## src/rtl/uart_tx_arbiter.sv

```systemverilog
// Round-robin arbiter that shares one serial TX line between NUM_REQ byte sources.
// Bit timing follows an external one-cycle baud tick; frames are 1 start, DATA_BITS data, STOP_BITS stop.
module uart_tx_arbiter #(
  parameter int NUM_REQ   = 4,
  parameter int DATA_BITS = 8,
  parameter int STOP_BITS = 1
) (
  input  logic                                           clk,
  input  logic                                           rst,
  input  logic                                           baud_tick,
  input  logic [NUM_REQ-1:0]                             req,
  input  logic [NUM_REQ*DATA_BITS-1:0]                   din,
  output logic [NUM_REQ-1:0]                             ack,
  output logic                                           tx,
  output logic                                           busy,
  output logic [((NUM_REQ > 1) ? $clog2(NUM_REQ) : 1)-1:0] grant_idx
);

  localparam int IW = (NUM_REQ > 1) ? $clog2(NUM_REQ) : 1;
  localparam int CW = (DATA_BITS > 1) ? $clog2(DATA_BITS) : 1;

  typedef enum logic [2:0] {IDLE, ALIGN, START, DATA, STOP} state_t;

  state_t               state, state_n;
  logic [IW-1:0]        ptr, ptr_n, grant_n, sel, cand;
  logic                 found;
  logic [DATA_BITS-1:0] shift, shift_n;
  logic [CW-1:0]        bit_cnt, bit_cnt_n;
  logic                 stop_cnt, stop_cnt_n;
  logic                 tx_n, busy_n;
  logic [NUM_REQ-1:0]   ack_n;

  // First pending requester strictly after the last grant, wrapping at NUM_REQ-1.
  always_comb begin
    sel   = '0;
    found = 1'b0;
    cand  = ptr;
    for (int k = 0; k < NUM_REQ; k++) begin
      if (cand == IW'(NUM_REQ - 1)) cand = '0;
      else                          cand = cand + 1'b1;
      if (!found && req[cand]) begin
        found = 1'b1;
        sel   = cand;
      end
    end
  end

  always_comb begin
    state_n    = state;
    ptr_n      = ptr;
    grant_n    = grant_idx;
    shift_n    = shift;
    bit_cnt_n  = bit_cnt;
    stop_cnt_n = stop_cnt;
    tx_n       = tx;
    busy_n     = busy;
    ack_n      = '0;
    case (state)
      IDLE: begin
        tx_n   = 1'b1;
        busy_n = 1'b0;
        if (found) begin
          for (int i = 0; i < NUM_REQ; i++) begin
            if (sel == IW'(i)) shift_n = din[i*DATA_BITS +: DATA_BITS];
          end
          ack_n[sel] = 1'b1;
          grant_n    = sel;
          ptr_n      = sel;
          busy_n     = 1'b1;
          state_n    = ALIGN;
        end
      end
      ALIGN: begin
        tx_n = 1'b1;
        if (baud_tick) begin
          tx_n    = 1'b0;
          state_n = START;
        end
      end
      START: begin
        if (baud_tick) begin
          tx_n      = shift[0];
          shift_n   = shift >> 1;
          bit_cnt_n = '0;
          state_n   = DATA;
        end
      end
      // bit_cnt counts data bits already on the line beyond bit 0.
      DATA: begin
        if (baud_tick) begin
          if (bit_cnt == CW'(DATA_BITS - 1)) begin
            tx_n       = 1'b1;
            stop_cnt_n = 1'b0;
            state_n    = STOP;
          end else begin
            tx_n      = shift[0];
            shift_n   = shift >> 1;
            bit_cnt_n = bit_cnt + 1'b1;
          end
        end
      end
      STOP: begin
        tx_n = 1'b1;
        if (baud_tick) begin
          if (stop_cnt == 1'(STOP_BITS - 1)) begin
            busy_n  = 1'b0;
            state_n = IDLE;
          end else begin
            stop_cnt_n = stop_cnt + 1'b1;
          end
        end
      end
      default: state_n = IDLE;
    endcase
  end

  always_ff @(posedge clk) begin
    if (rst) begin
      state     <= IDLE;
      ptr       <= IW'(NUM_REQ - 1);
      grant_idx <= '0;
      shift     <= '0;
      bit_cnt   <= '0;
      stop_cnt  <= 1'b0;
      tx        <= 1'b1;
      busy      <= 1'b0;
      ack       <= '0;
    end else begin
      state     <= state_n;
      ptr       <= ptr_n;
      grant_idx <= grant_n;
      shift     <= shift_n;
      bit_cnt   <= bit_cnt_n;
      stop_cnt  <= stop_cnt_n;
      tx        <= tx_n;
      busy      <= busy_n;
      ack       <= ack_n;
    end
  end

endmodule

```

## config.mk

```make
export PLATFORM = sky130hd
export DESIGN_NAME = uart_tx_arbiter
export DESIGN_NICKNAME = d
export VERILOG_FILES = /design/src/rtl/uart_tx_arbiter.sv
export SDC_FILE = /design/constraint.sdc
export NUM_CORES = 1
export LEC_CHECK = 0
export CORE_ASPECT_RATIO = 1.75
export CORE_MARGIN = 2
export CORE_UTILIZATION = 48
export CTS_CLUSTER_DIAMETER = 200
export DETAILED_ROUTE_END_ITERATION = 12
export GPL_TIMING_DRIVEN = 0
export PLACE_DENSITY = 0.9
export SYNTH_ARGS = -nofsm -noshare
export SYNTH_HDL_FRONTEND = slang
export SYNTH_SLANG_ARGS = --single-unit
```

## constraint.sdc

```tcl
create_clock -name clk -period 3.7 [get_ports clk]
set_clock_uncertainty 0.2 [all_clocks]
set_input_delay 0.555 -clock clk [delete_from_list [all_inputs] [get_ports clk]]
set_output_delay 0.555 -clock clk [all_outputs]
set_load 0.02 [all_outputs]
```

Yosys cells after proc, flatten, opt, wreduce, memory -nomap -nowiden

Cells that the tools add are included.

Register bits: 25
Latch bits: 0
RAM bits: 0
Bits in read-only memories: 0
Bits of input ports: 39
Output and inout bits: 8
Word-level logic and storage cells: 124
Memories kept: 0

Add/sub/neg operators: 6
Multipliers: 0
Div/mod/pow operators: 0
$lt $le $gt $ge: 6
Equality and inequality tests: 21
Shift-type cells: 0
Mux-type cells: 57
Bitwise gates (word level): 2
Reduce and logical (&&, ||, !) cells: 23

Operators with widths:

| cell                                                                         | count |
|---|---|
| 8-bit two-way mux                                                            | 8 |
| 3-bit two-way mux                                                            | 10 |
| 8-bit one-hot mux with 3 select lines                                        | 1 |
| 1-bit two-way mux                                                            | 20 |
| 2-bit two-way mux                                                            | 8 |
| 2-bit inequality test, second input constant                                 | 8 |
| 2-bit by 3-bit less-than comparator with 1-bit output, second input constant | 5 |
| 3-bit one-hot mux with 5 select lines                                        | 1 |
| 2-bit == test, second input constant                                         | 6 |
| 2-bit by 1-bit adder with 2-bit output, second input constant                | 4 |
| 1-bit binary-select mux with 2-bit select                                    | 4 |
| 4-bit AND reduction                                                          | 2 |
| 7-bit AND reduction                                                          | 1 |
| 3-bit by 2-bit == test with 1-bit output, second input constant              | 2 |
| 3-bit == test, second input constant                                         | 2 |
| 3-bit one-hot mux with 2 select lines                                        | 1 |
| 3-bit AND reduction                                                          | 2 |
| 6-bit AND reduction                                                          | 1 |
| 2-bit nonzero test                                                           | 3 |
| 5-bit inequality test, second input constant                                 | 1 |
| 1-bit logical AND                                                            | 4 |
| 1-bit one-hot mux with 2 select lines                                        | 2 |
| 1-bit one-hot mux with 4 select lines                                        | 1 |
| 4-bit nonzero test                                                           | 1 |
| 14 further kinds                                                             | 17 |

Logic depth before layout (Yosys ltp)

Word-level depth: 21
Mapped depth: 11
Mapped depth without buffers: 8

Worst setup path after synthesis

No wires, ideal clock.

Path type: reg-to-reg
From: register ptr[0]
To: register shift[1]
Setup time: 0.122 ns
Arrival: 2.397 ns
Required time: 3.378 ns
Path slack: 0.981 ns
Stages on the path, launching flop included: 10
Buffers on the path: 1
Clock period less this slack: 2.719 ns
Path through: dfxtp_1 ha_1 buf_6 or2_4 a22oi_1 nor4_4 o32ai_4 mux2_4 a22o_1 a221o_1

Word-level cells in the longest chain between the ends: 20
Elaborated cells between the ends (all ways): 46
Classes of those cells: add/sub (4); eq/ne (9); mux (25); reduce/logical (8)

RTL lines:

| element                                                                         | line   | RTL |
|---|---|---|
| start, declared                                                                 | 25     | `logic [IW-1:0] ptr, ptr_n, grant_n, sel, cand;` |
| start signal, assigned                                                          | 120    | `ptr <= IW'(NUM_REQ - 1);` |
| start signal, assigned                                                          | 130    | `ptr <= ptr_n;` |
| 2-bit by 1-bit adder with 2-bit output / 2-bit == test (equally long branches)  | 40, 39 |  |
| 2-bit two-way mux *                                                             | 39     | `if (cand == IW'(NUM_REQ - 1)) cand = '0;` |
| branches (longest 18 deep; another with 2-bit by 1-bit adder with 2-bit output) | -      |  |
| end signal, assigned                                                            | 132    | `shift <= shift_n;` |
| end, declared                                                                   | 27     | `logic [DATA_BITS-1:0] shift, shift_n;` |

Every way passes the cells marked *. The select of a mux whose other input is x is not followed.
A chain may end at the register's enable or synchronous reset.

Worst setup path in the final report

From: input port req[1]
To: register shift[5]

Word-level cells in the longest chain between the ends: 18
Elaborated cells between the ends (all ways): 34
Classes of those cells: eq/ne (5); mux (21); reduce/logical (8)

RTL lines:

| element                                   | line | RTL |
|---|---|---|
| start, declared                           | 11   | `input logic [NUM_REQ-1:0] req,` |
| 1-bit binary-select mux with 2-bit select | 41   | `if (!found && req[cand]) begin` |
| 1-bit two-way mux (not written as such)   | 41   |  |
| 1-bit two-way mux                         | 41   |  |
| 1-bit zero test                           | 41   |  |
| 1-bit logical AND                         | 41   |  |
| 1-bit two-way mux                         | 41   |  |
| 1-bit zero test                           | 41   |  |
| 1-bit logical AND                         | 41   |  |
| 1-bit two-way mux                         | 41   |  |
| 1-bit zero test                           | 41   |  |
| 1-bit logical AND                         | 41   |  |
| 2-bit two-way mux                         | 41   |  |
| 2-bit by 1-bit == test with 1-bit output  | 64   | `if (sel == IW'(i)) shift_n = din[i*DATA_BITS +: DATA_BITS];` |
| 8-bit two-way mux (3 in a row)            | 64   |  |
| 8-bit two-way mux                         | 62   | `if (found) begin` |
| 8-bit one-hot mux with 3 select lines     | 58   | `case (state)` |

Parallel ways exist; a longest one is shown, timed or not. The select of a mux whose other input is x is not followed.

==> flow_summary.ini <==
[pwr]
clkPwrFrac_pct = 14.4
p_int_mw = 0.669
total_leakage_power_nw = 0.874
switching_share_pct = 37.5
pwr_density_cell_nw_per_um2 = 477
pwr-share-seq_pct = 30.6
combPwrFrac_pct = 55.0
p_switching_mw = 0.402
vdd_ir_drop_max_mv = 0.325

[worst_setup_path]
crit_fanout = 10
cp-end-kind = register
crit_arrival_ns = 3.17
critPathLaunchType = input port
critical_path_required_ns = 3.66
worstSetupPathType = input port to register
r2r_cells = 10

[clock_tree]
postCtsSetupBuffers = 0
cts_tree = done
cts.sinks = 24
htree_levels = 1
ctsResizeCount = 0
clkTransAtPathRegs_ns = 0.08
postCtsHoldBufs = 0
clk_latency_ns = 0.27
clk_path_buf_depth = 2
numCtsBuffers = 3
cts-root-buf = clkbuf_8

[sta]
worstMarginPinSlew_ns = 0.758
grt_setup_unrepaired = false
final-setup-viol-count = 0
finalHoldViolations = 0
finalCriticalPeriod_ns = 3.21
fmax_mhz = 312
fin_tns_setup_ns = 0
max-slew-margin-rel_pct = 49.1
finalCritPeriodShare_pct = 86.7
slew_viol_final = 0

[hold_path]
min_path_cells = 2
hold_path_class = register to register

[finish]
utilization_pct = 66.7
instances_no_fill = 293
nNetsFinal = 292
final_common_cell = clkdlybuf4s50_1
mostFrequentLayoutCells = 46 x clkdlybuf4s50_1, 24 x dfxtp_1, 19 x nor2_1
final_cell_area_um2 = 2240
drive_above_1_share_pct = 11.7
syn2layout_area_growth_pct = 33.1
fill_cells = 290
antennaDiodeCount = 0

[global_routing]
grt_max_degree = 13
grt_usage_pct = 25.0
grt_pass1_wl_mm = 7.80
grt-ovfl-total = 0
grt_pass1_vias = 1721
grt_antenna_before_repair = 0

[route]
routedWlPerCell_um = 16.0
drtIter0Drc = 86
wirelength_mm = 4.68
route.detailed.drc = 0
first_pass_iters = 5
vias = 1731
ant_nets = 0
via_per_inst = 5.91

[logic_synthesis]
yosysSeqAreaShare_pct = 28.5
ys_seq_elements = 24
ys_types = 52
ys.flop_type = dfxtp_1
avgSynthCellArea_um2 = 8.47
synth_top_area_cell = dfxtp_1
async_flop_share_pct = 0
synth_area_leaders = dfxtp_1 29%, mux2i_1 6.5%, nor2_1 4.2%
syn_inst = 199
syn_area_um2 = 1690
synthesis.nets = 241
yosysTopAreaCellShare_pct = 28.5
synth_edf_count = 0
yosys_warnings = 0

[floorplan]
floorplan.rows = 28
design.core.area_um2 = 3360
initial_core_util_pct = 50.1
fp.dieH_um = 82.4
num_io_pins = 47
die_w_um = 48.8
die_area_um2 = 4020

[place]
port_buffers = 46
place.gp.congestion = 0.832
post-place-cells = 290
hpwl_mm = 3.69
place_area_um2 = 2200

[job]
cap_viol_max_count = 0

[status]
status = finished, final reports clean
-- path summary, 6_finish.rpt --
path | slack, ns | startpoint | endpoint
setup / recovery | 0.49 | req[1] | shift[5]$_SDFFE_PP0P_
hold / removal | 0.26 | bit_cnt[1]$_SDFFE_PP0P_ | bit_cnt[1]$_SDFFE_PP0P_
setup reg to reg | 0.70 | ptr[0]$_SDFFE_PP1N_ | shift[5]$_SDFFE_PP0P_
hold reg to reg | 0.26 | bit_cnt[1]$_SDFFE_PP0P_ | bit_cnt[1]$_SDFFE_PP0P_
-- logic make-up after synthesis --
| kind of cell | synth area share [%] |
|---|---|
| mux | 12.3 |
| buf+inv | 8.02 |
| simple gates | 21.0 |
| flops | 28.5 |
| fa+ha+maj | 2.23 |
| compound gates | 27.9 |
-- cell usage after synthesis (2+ instances only) --
master	n
buf_2	6
nand2b_1	3
mux2_4	2
mux2i_1	11
nor2_1	19
o21ai_0	8
buf_6	5
inv_1	7
nand3_1	8
nor3_1	6
dfxtp_1	24
a22o_1	5
nand2_1	17
nor4_1	2
a22oi_1	8
a221o_1	3
or3_1	2
o21ai_1	4
a31oi_1	3
and3_1	2
mux2_2	2
clkbuf_1	5
o22ai_1	2
ha_1	3
mux2_1	2
a21oi_1	14
-- registers in the layout, indices dropped and copies added, names as in the netlist --
name and flops:
ack 4, tx 1, ptr 2, state 3, shift 8, grant_idx 2, bit_cnt 3, busy 1
-- stage by stage --
step	worst slack [ns]	total power, mW	hold slack (ns)
floorplan	0.981	0.766	0.236
global placement	0.368	0.906	0.243
detailed placement	0.298	0.921	0.252
CTS	0.553	1.07	0.264
global route	0.354	1.14	0.299
finish	0.491	1.07	0.260
-- metal layers --
metal / track usage, % / routed length (µm) / up-vias / share of wire, %
li1: - / - / 843 / -
met1: 24.8 / 1710 / 825 / 37
met2: 50.1 / 2640 / 47 / 56
met3: 1.62 / 116 / 16 / 2.5
met4: 15.7 / 207 / 0 / 4.4
met5: 0 / 0 / - / 0
-- power by group through the flow --
stage          registers, mW  clock network [mW]  logic, mW
2_1_floorplan          0.342                   0      0.423
3_3_place_gp           0.331                   0      0.575
3_5_place_dp           0.332                   0      0.589
6_report               0.327               0.154      0.590
4_1_cts                0.327               0.154      0.590
5_1_grt                0.333               0.165      0.637
-- cell type report --
| cell class | instances | area (µm²) | share of cell area (%) |
|---|---|---|---|
| buffer | 16 | 105 | 4.68 |
| clock buffer | 3 | 41.3 | 1.84 |
| inverter | 8 | 30.0 | 1.34 |
| multi-input combinational | 151 | 1070 | 47.7 |
| sequential | 24 | 480 | 21.4 |
| tap | 45 | 56.3 | 2.51 |
| timing repair buffer | 46 | 460 | 20.5 |
-- critical path, stage by stage --
cell and delay (ns):
clkdlybuf4s50_1 0.52, buf_2 0.24, nor2_1 0.08, a22oi_1 0.32, nor4_4 0.09, o32ai_4 0.47, buf_6 0.22, mux2_1 0.33
a22oi_1 0.23, o21ai_1 0.10
(Power assumes the default switching activity.)
